### src/rtl/jpeg_row_packer_if.sv
// ---------------------------------------------------------------------------
// jpeg_row_packer_if
//
// Bundles the two valid/ready streams of the DCT input packer:
//   upstream   : in_data[31:0], in_valid, in_ready   (4 unsigned 8-bit pixels)
//   downstream : out_row[8*COEF_W-1:0], out_valid, out_ready, row_idx[2:0],
//                block_done
// Optional statistics (JPEG_PACKER_STATS_EN defined): blk_count[15:0],
// stall_count[15:0].
//
// Modports:
//   master : the environment side (DMA source and DCT sink)
//   slave  : the packer itself
// ---------------------------------------------------------------------------
interface jpeg_row_packer_if #(
  parameter int unsigned COEF_W = 12
);

  logic [31:0]         in_data;
  logic                in_valid;
  logic                in_ready;
  logic [8*COEF_W-1:0] out_row;
  logic                out_valid;
  logic                out_ready;
  logic [2:0]          row_idx;
  logic                block_done;

`ifdef JPEG_PACKER_STATS_EN
  logic [15:0]         blk_count;
  logic [15:0]         stall_count;

  modport master (
    output in_data, in_valid, out_ready,
    input  in_ready, out_row, out_valid, row_idx, block_done, blk_count, stall_count
  );

  modport slave (
    input  in_data, in_valid, out_ready,
    output in_ready, out_row, out_valid, row_idx, block_done, blk_count, stall_count
  );
`else
  modport master (
    output in_data, in_valid, out_ready,
    input  in_ready, out_row, out_valid, row_idx, block_done
  );

  modport slave (
    input  in_data, in_valid, out_ready,
    output in_ready, out_row, out_valid, row_idx, block_done
  );
`endif

endinterface

### src/rtl/jpeg_row_packer.sv
// ---------------------------------------------------------------------------
// jpeg_row_packer
//
// Input stage of the 2-D DCT datapath. Takes 32-bit words of four unsigned
// luma pixels, level-shifts each by -128, sign-extends to COEF_W bits and
// pairs two words into one 8-lane row vector for the row 1-D DCT. Tracks the
// row position inside an 8x8 block and pulses block_done when the last row of
// a block has been taken downstream.
//
// Ports:
//   clk     : clock
//   rst     : synchronous, active-high reset
//   bus_io  : jpeg_row_packer_if.slave
//     in_data/in_valid/in_ready       upstream pixel words, bits[31:24] leftmost
//     out_row/out_valid/out_ready     row vector, lane k = column k (k=0 leftmost)
//     row_idx                         row number of the row on out_row
//     block_done                      one-cycle pulse after last row accepted
//
// Parameters:
//   COEF_W : lane width, signed two's complement, >= 9
//   ROWS   : rows per block (row_idx is 3 bits wide, so ROWS <= 8)
//
// Build option:
//   JPEG_PACKER_STATS_EN : adds blk_count (wrapping) and stall_count
//                          (saturating) statistics outputs.
// ---------------------------------------------------------------------------
module jpeg_row_packer #(
  parameter int unsigned COEF_W = 12,
  parameter int unsigned ROWS   = 8
) (
  input logic              clk,
  input logic              rst,
  jpeg_row_packer_if.slave bus_io
);

  localparam int unsigned HalfW   = 4 * COEF_W;
  localparam int unsigned RowW    = 8 * COEF_W;
  localparam logic [2:0]  LastRow = 3'(ROWS - 1);

  // Level shift of four pixels. p - 128 on an 8-bit unsigned value is just
  // the MSB inverted, read as two's complement; then sign-extend to COEF_W.
  // Lane 0 takes the leftmost pixel (bits[31:24]).
  function automatic logic [HalfW-1:0] level_shift(input logic [31:0] word);
    logic [HalfW-1:0] lanes;
    logic [7:0]       pix;
    logic [7:0]       shifted;
    lanes = '0;
    for (int k = 0; k < 4; k++) begin
      pix     = word[31-8*k -: 8];
      shifted = {~pix[7], pix[6:0]};
      lanes[COEF_W*k +: COEF_W] = {{(COEF_W-8){shifted[7]}}, shifted};
    end
    return lanes;
  endfunction

  typedef enum logic [0:0] {
    StLo,  // waiting for the first (left) word of a row
    StHi   // waiting for the second (right) word of a row
  } state_e;

  state_e state_q, state_d;

  logic [HalfW-1:0] hold_q, hold_d;
  logic [RowW-1:0]  row_q, row_d;
  logic             out_valid_q, out_valid_d;
  logic [2:0]       row_idx_q, row_idx_d;
  logic             block_done_q, block_done_d;

  logic             in_ready;
  logic             in_fire;
  logic             out_fire;
  logic             hold_load;
  logic             row_load;
  logic [HalfW-1:0] in_lanes;

  assign in_lanes = level_shift(bus_io.in_data);
  assign in_fire  = bus_io.in_valid & in_ready;
  assign out_fire = out_valid_q & bus_io.out_ready;

  // -------------------------------------------------------------------------
  // FSM: state register
  // -------------------------------------------------------------------------
  always_ff @(posedge clk) begin
    if (rst) begin
      state_q <= StLo;
    end else begin
      state_q <= state_d;
    end
  end

  // -------------------------------------------------------------------------
  // FSM: next state
  // -------------------------------------------------------------------------
  always_comb begin
    state_d = state_q;
    unique case (state_q)
      StLo: if (in_fire) state_d = StHi;
      StHi: if (in_fire) state_d = StLo;
    endcase
  end

  // -------------------------------------------------------------------------
  // FSM: outputs
  // The left half is buffered in hold_q, so the first word can always be
  // taken. The second word needs the output register to be free, or to be
  // emptied by the downstream transfer in this same cycle.
  // -------------------------------------------------------------------------
  always_comb begin
    in_ready  = 1'b1;
    hold_load = 1'b0;
    row_load  = 1'b0;
    unique case (state_q)
      StLo: begin
        in_ready  = 1'b1;
        hold_load = bus_io.in_valid;
      end
      StHi: begin
        in_ready = !out_valid_q || bus_io.out_ready;
        row_load = bus_io.in_valid && (!out_valid_q || bus_io.out_ready);
      end
    endcase
  end

  // -------------------------------------------------------------------------
  // Datapath next state
  // -------------------------------------------------------------------------
  always_comb begin
    hold_d      = hold_q;
    row_d       = row_q;
    out_valid_d = out_valid_q;
    row_idx_d   = row_idx_q;

    if (hold_load) begin
      hold_d = in_lanes;
    end

    if (out_fire) begin
      out_valid_d = 1'b0;
      row_idx_d   = (row_idx_q == LastRow) ? 3'd0 : row_idx_q + 3'd1;
    end

    // A reload in the same cycle as a downstream transfer wins, so the new
    // row replaces the old one with no bubble.
    if (row_load) begin
      row_d       = {in_lanes, hold_q};
      out_valid_d = 1'b1;
    end

    block_done_d = out_fire && (row_idx_q == LastRow);
  end

  always_ff @(posedge clk) begin
    if (rst) begin
      hold_q       <= '0;
      row_q        <= '0;
      out_valid_q  <= 1'b0;
      row_idx_q    <= 3'd0;
      block_done_q <= 1'b0;
    end else begin
      hold_q       <= hold_d;
      row_q        <= row_d;
      out_valid_q  <= out_valid_d;
      row_idx_q    <= row_idx_d;
      block_done_q <= block_done_d;
    end
  end

  assign bus_io.in_ready   = in_ready;
  assign bus_io.out_row    = row_q;
  assign bus_io.out_valid  = out_valid_q;
  assign bus_io.row_idx    = row_idx_q;
  assign bus_io.block_done = block_done_q;

`ifdef JPEG_PACKER_STATS_EN
  // -------------------------------------------------------------------------
  // Statistics: completed blocks (wrapping) and output stall cycles
  // (saturating).
  // -------------------------------------------------------------------------
  logic [15:0] blk_count_q, blk_count_d;
  logic [15:0] stall_count_q, stall_count_d;

  always_comb begin
    blk_count_d   = blk_count_q;
    stall_count_d = stall_count_q;
    if (block_done_q) begin
      blk_count_d = blk_count_q + 16'd1;
    end
    if (out_valid_q && !bus_io.out_ready && (stall_count_q != 16'hFFFF)) begin
      stall_count_d = stall_count_q + 16'd1;
    end
  end

  always_ff @(posedge clk) begin
    if (rst) begin
      blk_count_q   <= 16'd0;
      stall_count_q <= 16'd0;
    end else begin
      blk_count_q   <= blk_count_d;
      stall_count_q <= stall_count_d;
    end
  end

  assign bus_io.blk_count   = blk_count_q;
  assign bus_io.stall_count = stall_count_q;
`endif

endmodule

### src/flat_wrapper.sv
// flat-port wrapper written by rule: the top's interface ports become plain ports
module jpeg_row_packer_flat 
#(
  parameter int unsigned COEF_W = 12,
  parameter int unsigned ROWS   = 8
)
  (clk, rst, bus_io_in_data, bus_io_in_valid, bus_io_out_ready, bus_io_in_ready, bus_io_out_row, bus_io_out_valid, bus_io_row_idx, bus_io_block_done);
  jpeg_row_packer_if #(.COEF_W(COEF_W)) bus_io_i ();
  input logic clk;
  input logic rst;
  input wire logic [$bits(bus_io_i.in_data)-1:0] bus_io_in_data;
  input wire logic [$bits(bus_io_i.in_valid)-1:0] bus_io_in_valid;
  input wire logic [$bits(bus_io_i.out_ready)-1:0] bus_io_out_ready;
  output wire logic [$bits(bus_io_i.in_ready)-1:0] bus_io_in_ready;
  output wire logic [$bits(bus_io_i.out_row)-1:0] bus_io_out_row;
  output wire logic [$bits(bus_io_i.out_valid)-1:0] bus_io_out_valid;
  output wire logic [$bits(bus_io_i.row_idx)-1:0] bus_io_row_idx;
  output wire logic [$bits(bus_io_i.block_done)-1:0] bus_io_block_done;
  assign bus_io_i.in_data = bus_io_in_data;
  assign bus_io_i.in_valid = bus_io_in_valid;
  assign bus_io_i.out_ready = bus_io_out_ready;
  assign bus_io_in_ready = bus_io_i.in_ready;
  assign bus_io_out_row = bus_io_i.out_row;
  assign bus_io_out_valid = bus_io_i.out_valid;
  assign bus_io_row_idx = bus_io_i.row_idx;
  assign bus_io_block_done = bus_io_i.block_done;
  jpeg_row_packer #(.COEF_W(COEF_W), .ROWS(ROWS)) u_core (.clk(clk), .rst(rst), .bus_io(bus_io_i));
endmodule
### config.mk
export PLATFORM = sky130hd
export DESIGN_NAME = jpeg_row_packer_flat
export DESIGN_NICKNAME = d
export VERILOG_FILES = /design/src/rtl/jpeg_row_packer_if.sv /design/src/rtl/jpeg_row_packer.sv /design/src/flat_wrapper.sv
export SDC_FILE = /design/constraint.sdc
export NUM_CORES = 1
export LEC_CHECK = 0
export CAP_MARGIN = 10
export CORE_ASPECT_RATIO = 1.4
export CORE_MARGIN = 3
export CORE_UTILIZATION = 25
export CTS_CLUSTER_DIAMETER = 80
export DETAILED_ROUTE_END_ITERATION = 12
export DONT_BUFFER_PORTS = 1
export GPL_ROUTABILITY_DRIVEN = 0
export PLACE_DENSITY = 0.46
export REMOVE_ABC_BUFFERS = 1
export SLEW_MARGIN = 20
export SYNTH_ARGS = -nofsm -noshare
export SYNTH_HDL_FRONTEND = slang
export SYNTH_SLANG_ARGS = --single-unit
### constraint.sdc
create_clock -name clk -period 3.05 [get_ports clk]
set_input_delay 0.61 -clock clk [delete_from_list [all_inputs] [get_ports clk]]
set_output_delay 0.61 -clock clk [all_outputs]
set_load 0.02 [all_outputs]
# [Word level (Yosys, flattened, before mapping)]
# Cells that the tools add are included.
[totals] register_bits=142 out_inout_bits=102 wordCells=29
[classes] n_addsub=1 bitwise_logic=7 muxes=9 eq_ne=1 reduce_logical=5
[ops] op="$mux W1" n=6
[ops] op="$not A1 Y1" n=5
[ops] op="$pmux W1 S2" n=2
[ops] op="$add A3 B1 Y3 const B" n=1
[ops] op="$eq A3 B3 Y1 const B" n=1
[ops] op="$mux W3" n=1
[ops] op="$and A1 B1 Y1" n=2
[ops] op="$logic_and A1 B1 Y1" n=2
[ops] op="$reduce_bool A2 Y1" n=1
[ops] op="$logic_not A1 Y1" n=1
[ops] op="$logic_or A1 B1 Y1" n=1

# [Depth between registers and ports, before layout]
[logic_depth] ltp_word=6 mapped_depth=5 ltp_nobuf=5

# [Least setup slack after synthesis]
# OpenSTA, ideal clock, no wires.
[synth_path] path_kind="input-to-output" from="input bus_io_out_ready" to="output bus_io_in_ready" n_path_buf=1 required_ns=2.440 slack_ns=1.238 arrival_ns=1.202 path_stages=3 cell_sequence="and2b_4 > buf_2 > nand2_1"
[synth_via] elab_chain_len=2
[synth_lines] element="from (decl)" line="flat_wrapper.sv:13" rtl="input wire logic [$bits(bus_io_i.out_ready)-1:0] bus_io_out_ready;"
[synth_lines] element="$logic_or A1 B1 Y1" line="jpeg_row_packer.sv:118" rtl="in_ready = !out_valid_q || bus_io.out_ready;"
[synth_lines] element="$pmux W1 S2" line="jpeg_row_packer.sv:112" rtl="unique case (state_q)"
[synth_lines] element="to (decl)" line="flat_wrapper.sv:14" rtl="output wire logic [$bits(bus_io_i.in_ready)-1:0] bus_io_in_ready;"
# No other way between the ends.

# [Final worst setup path]
[layout_path] from="register u_core.out_valid_q, in the netlist u_core.bus_io.out_valid" to="output bus_io_in_ready"
[layout_via] elab_chain_len=3
[layout_lines] element="from (decl)" line="jpeg_row_packer.sv:65" rtl="logic out_valid_q, out_valid_d;"
[layout_lines] element="from (signal assigned)" line="jpeg_row_packer.sv:162" rtl="out_valid_q <= out_valid_d;"
[layout_lines] element="$logic_not A1 Y1" line="jpeg_row_packer.sv:118"
[layout_lines] element="$logic_or A1 B1 Y1" line="jpeg_row_packer.sv:118"
[layout_lines] element="$pmux W1 S2" line="jpeg_row_packer.sv:112"
# No other way between the ends.

==> flow_metrics.env <==
export IMPL_maxSlewViolCount=0
export IMPL_wirelength_um=8740
export IMPL_dpl_hpwl_um=5250
export IMPL_path_delay_family="flip-flops"
export IMPL_netlist_area_leader_share=0.459
export IMPL_die_w_um=119
export IMPL_drcViolationCount=0
export IMPL_yosys_register_bits=102
export IMPL_start_kind="flip-flop"
export IMPL_tightest_slew_ns=1.01
export IMPL_portBuffers=0
export IMPL_yosys_area_top_type="dfxtp_1"
export IMPL_ys_async_sr_fraction=0
export IMPL_hold_path_class="primary input to flip-flop"
export IMPL_holdWs_ns=0.353
export IMPL_finalHoldViolations=0
export IMPL_rsz0062_at_grt="false"
export IMPL_setup_tns_ns=0
export IMPL_seq_area_frac_synth=0.459
export IMPL_synthTopCellsByArea="dfxtp_1 (46%), nand2b_1 (17%), mux2i_1 (14%)"
export IMPL_hold_buffers=0
export IMPL_syn_area_um2=4450
export IMPL_cts_tree="yes"
export IMPL_fin_nets=461
export IMPL_finalCritPeriodShare=0.643
export IMPL_final_fill_count=1899
export IMPL_synth_area_per_cell_um2=9.40
export IMPL_critPathMaxFanout=11
export IMPL_ys_flop_type="dfxtp_1"
export IMPL_num_vias=2784
export IMPL_grt_ovfl_total=0
export IMPL_synth_most_common_cell="nand2b_1"
export IMPL_p_leak_nw=1.57
export IMPL_syn_inst=473
export IMPL_io_pins=138
export IMPL_seq_area_um2=2040
export IMPL_wl_per_cell_um=13.2
export IMPL_holdPathStages=1
export IMPL_design_core_area_um2=17400
export IMPL_cts_sinks=102
export IMPL_initial_core_util=0.255
export IMPL_slowest_stage="dfxtp_1"
export IMPL_cap_violations=0
export IMPL_path_class="flip-flop to output port"
export IMPL_cts_buffers=9
export IMPL_grt_max_degree=167
export IMPL_postRouteAntennaNets=0
export IMPL_drtIter0Drc=109
export IMPL_via_per_inst=4.19
export IMPL_reg2regPathDepth=4
export IMPL_path_depth=2
export IMPL_synth_cell_types=22
export IMPL_clk_latency_ns=0.34
export IMPL_synth_warnings=0
export IMPL_rows=57
export IMPL_dr_pass1_iters=4
export IMPL_grt_antenna_before_repair=0
export IMPL_drive_above_1_share=0.0514
export IMPL_cp_num_buf_inv=0
export IMPL_relSlewSlack=0.327
export IMPL_clkSlewWorstSetupHoldPaths_ns=0.07
export IMPL_htreeDepth=3
export IMPL_die_area_um2=19400
export IMPL_grt_pass1_wl_um=13700
export IMPL_area_growth_pct=4.93
export IMPL_postCtsSetupRepairBufs=0
export IMPL_cts_buffer_depth=2
export IMPL_arrival_ns=1.35
export IMPL_critPathMaxStageDelay_ns=0.52
export IMPL_fin_crit_ns=1.96
export IMPL_setup_viol=0
export IMPL_diodes=0
export IMPL_peakVddDrop_v=0.000287
export IMPL_grt_pass1_vias=2651
export IMPL_p_per_area_nw_per_um2=613
export IMPL_die_y_um=164
export IMPL_crit_path_cell_trace="and2b_4, nand2_1"
export IMPL_status="finished, final reports clean"
export IMPL_multi_input_area_um2=1990
export IMPL_skew_ns=0.00538
export IMPL_synth_common_cells="nand2b_1 (121), dfxtp_1 (102), mux2i_1 (61)"
export IMPL_synth_edff_count=0
export IMPL_timing_critical_path_to_type="output port"
export IMPL_cts_resized=0
export IMPL_cts_root_buffer="clkbuf_16"
export IMPL_grt_total_usage=0.0895
export IMPL_clock_fmax_mhz=510
export IMPL_required_ns=2.44
==> worst paths after layout <==
check,start,endpoint,slack (ns)
hold / removal,bus_io_in_data[7],u_core.hold_q[43]$_SDFFE_PP0P_,0.35
hold reg to reg,u_core.hold_q[18]$_SDFFE_PP0P_,u_core.hold_q[18]$_SDFFE_PP0P_,0.45
setup reg to reg,u_core.bus_io.out_valid$_SDFFE_PP0P_,u_core.bus_io.out_row[18]$_SDFFE_PP0P_,1.36
setup / recovery,u_core.bus_io.out_valid$_SDFFE_PP0P_,bus_io_in_ready,1.09
==> registers in the layout, summed over array words and instances, names as in the netlist <==
signal                    flops
u_core.bus_io.out_row        64
u_core.bus_io.row_idx         3
u_core.hold_q                32
u_core.bus_io.block_done      1
u_core.bus_io.out_valid       1
u_core.state_q                1
==> power by group <==
group / internal, mW / total, mW / switching [mW]
clock: 0.718 / 1.22 / 0.499
sequential: 1.39 / 1.47 / 0.0874
combinational: 0.0848 / 0.169 / 0.0841
total: 2.19 / 2.86 / 0.670
==> cells in the final DEF, fill, tap and decap left out, drive strengths merged <==
cell,instances
a21oi,31
mux2i,61
a211oi,4
nor3,1
nand3,1
nand2b,121
clkinvlp,1
nor2b,5
nor2,9
o41ai,4
nor3b,1
bufinv,2
and2b,1
dfxtp,102
o21ai,4
buf,3
ha,2
clkinv,3
nand2,61
clkbuf,10
nand4b,1
==> final cells by class <==
class	instances	share of cell area
well taps	236	0.0633
flip-flops and latches	102	0.438
clock inverters	6	0.0185
clock buffers	10	0.0491
repair buffers	3	0.00483
multi-input cells	307	0.427
==> cells by family after synthesis <==
group                    share of synthesized area
AND/OR/NAND/NOR                              0.249
flip-flops                                   0.459
multiplexers                                 0.137
buffers and inverters                       0.0948
adder cells (fa/ha/maj)                    0.00563
AO/OA/AOI/OAI                               0.0540
==> per-layer routing <==
metal,track usage,share of wire,vias to the layer above
met5,0,0,-
met4,0.0427,0.018,0
met3,0.0389,0.088,8
met1,0.0985,0.41,1291
li1,-,-,1396
met2,0.149,0.48,89
==> worst register-to-register path, delay by kind of cell, from the launching register on <==
| kind | cells | cell delay, ns |
|---|---|---|
| buffers and inverters | 1 | 0.54 |
| DFF | 1 | 0.41 |
| muxes | 1 | 0.28 |
| and+or+nand+nor | 2 | 0.39 |
==> metrics by stage <==
step                      total power [mW]  cells  setup WS (ns)  instance area (µm²)  utilization
after floorplan                       1.64    409          0.880                 4020            -
after detailed placement              1.68    648           1.14                 4350        0.250
final                                 2.86    664           1.09                 4660        0.268
after CTS                             2.95    664           1.05                 4660        0.268
after global routing                  3.01    664          0.998                 4660        0.268
after global placement                1.68    648           1.17                 4350        0.250
No activity file was read; power rests on OpenSTA's default activity.
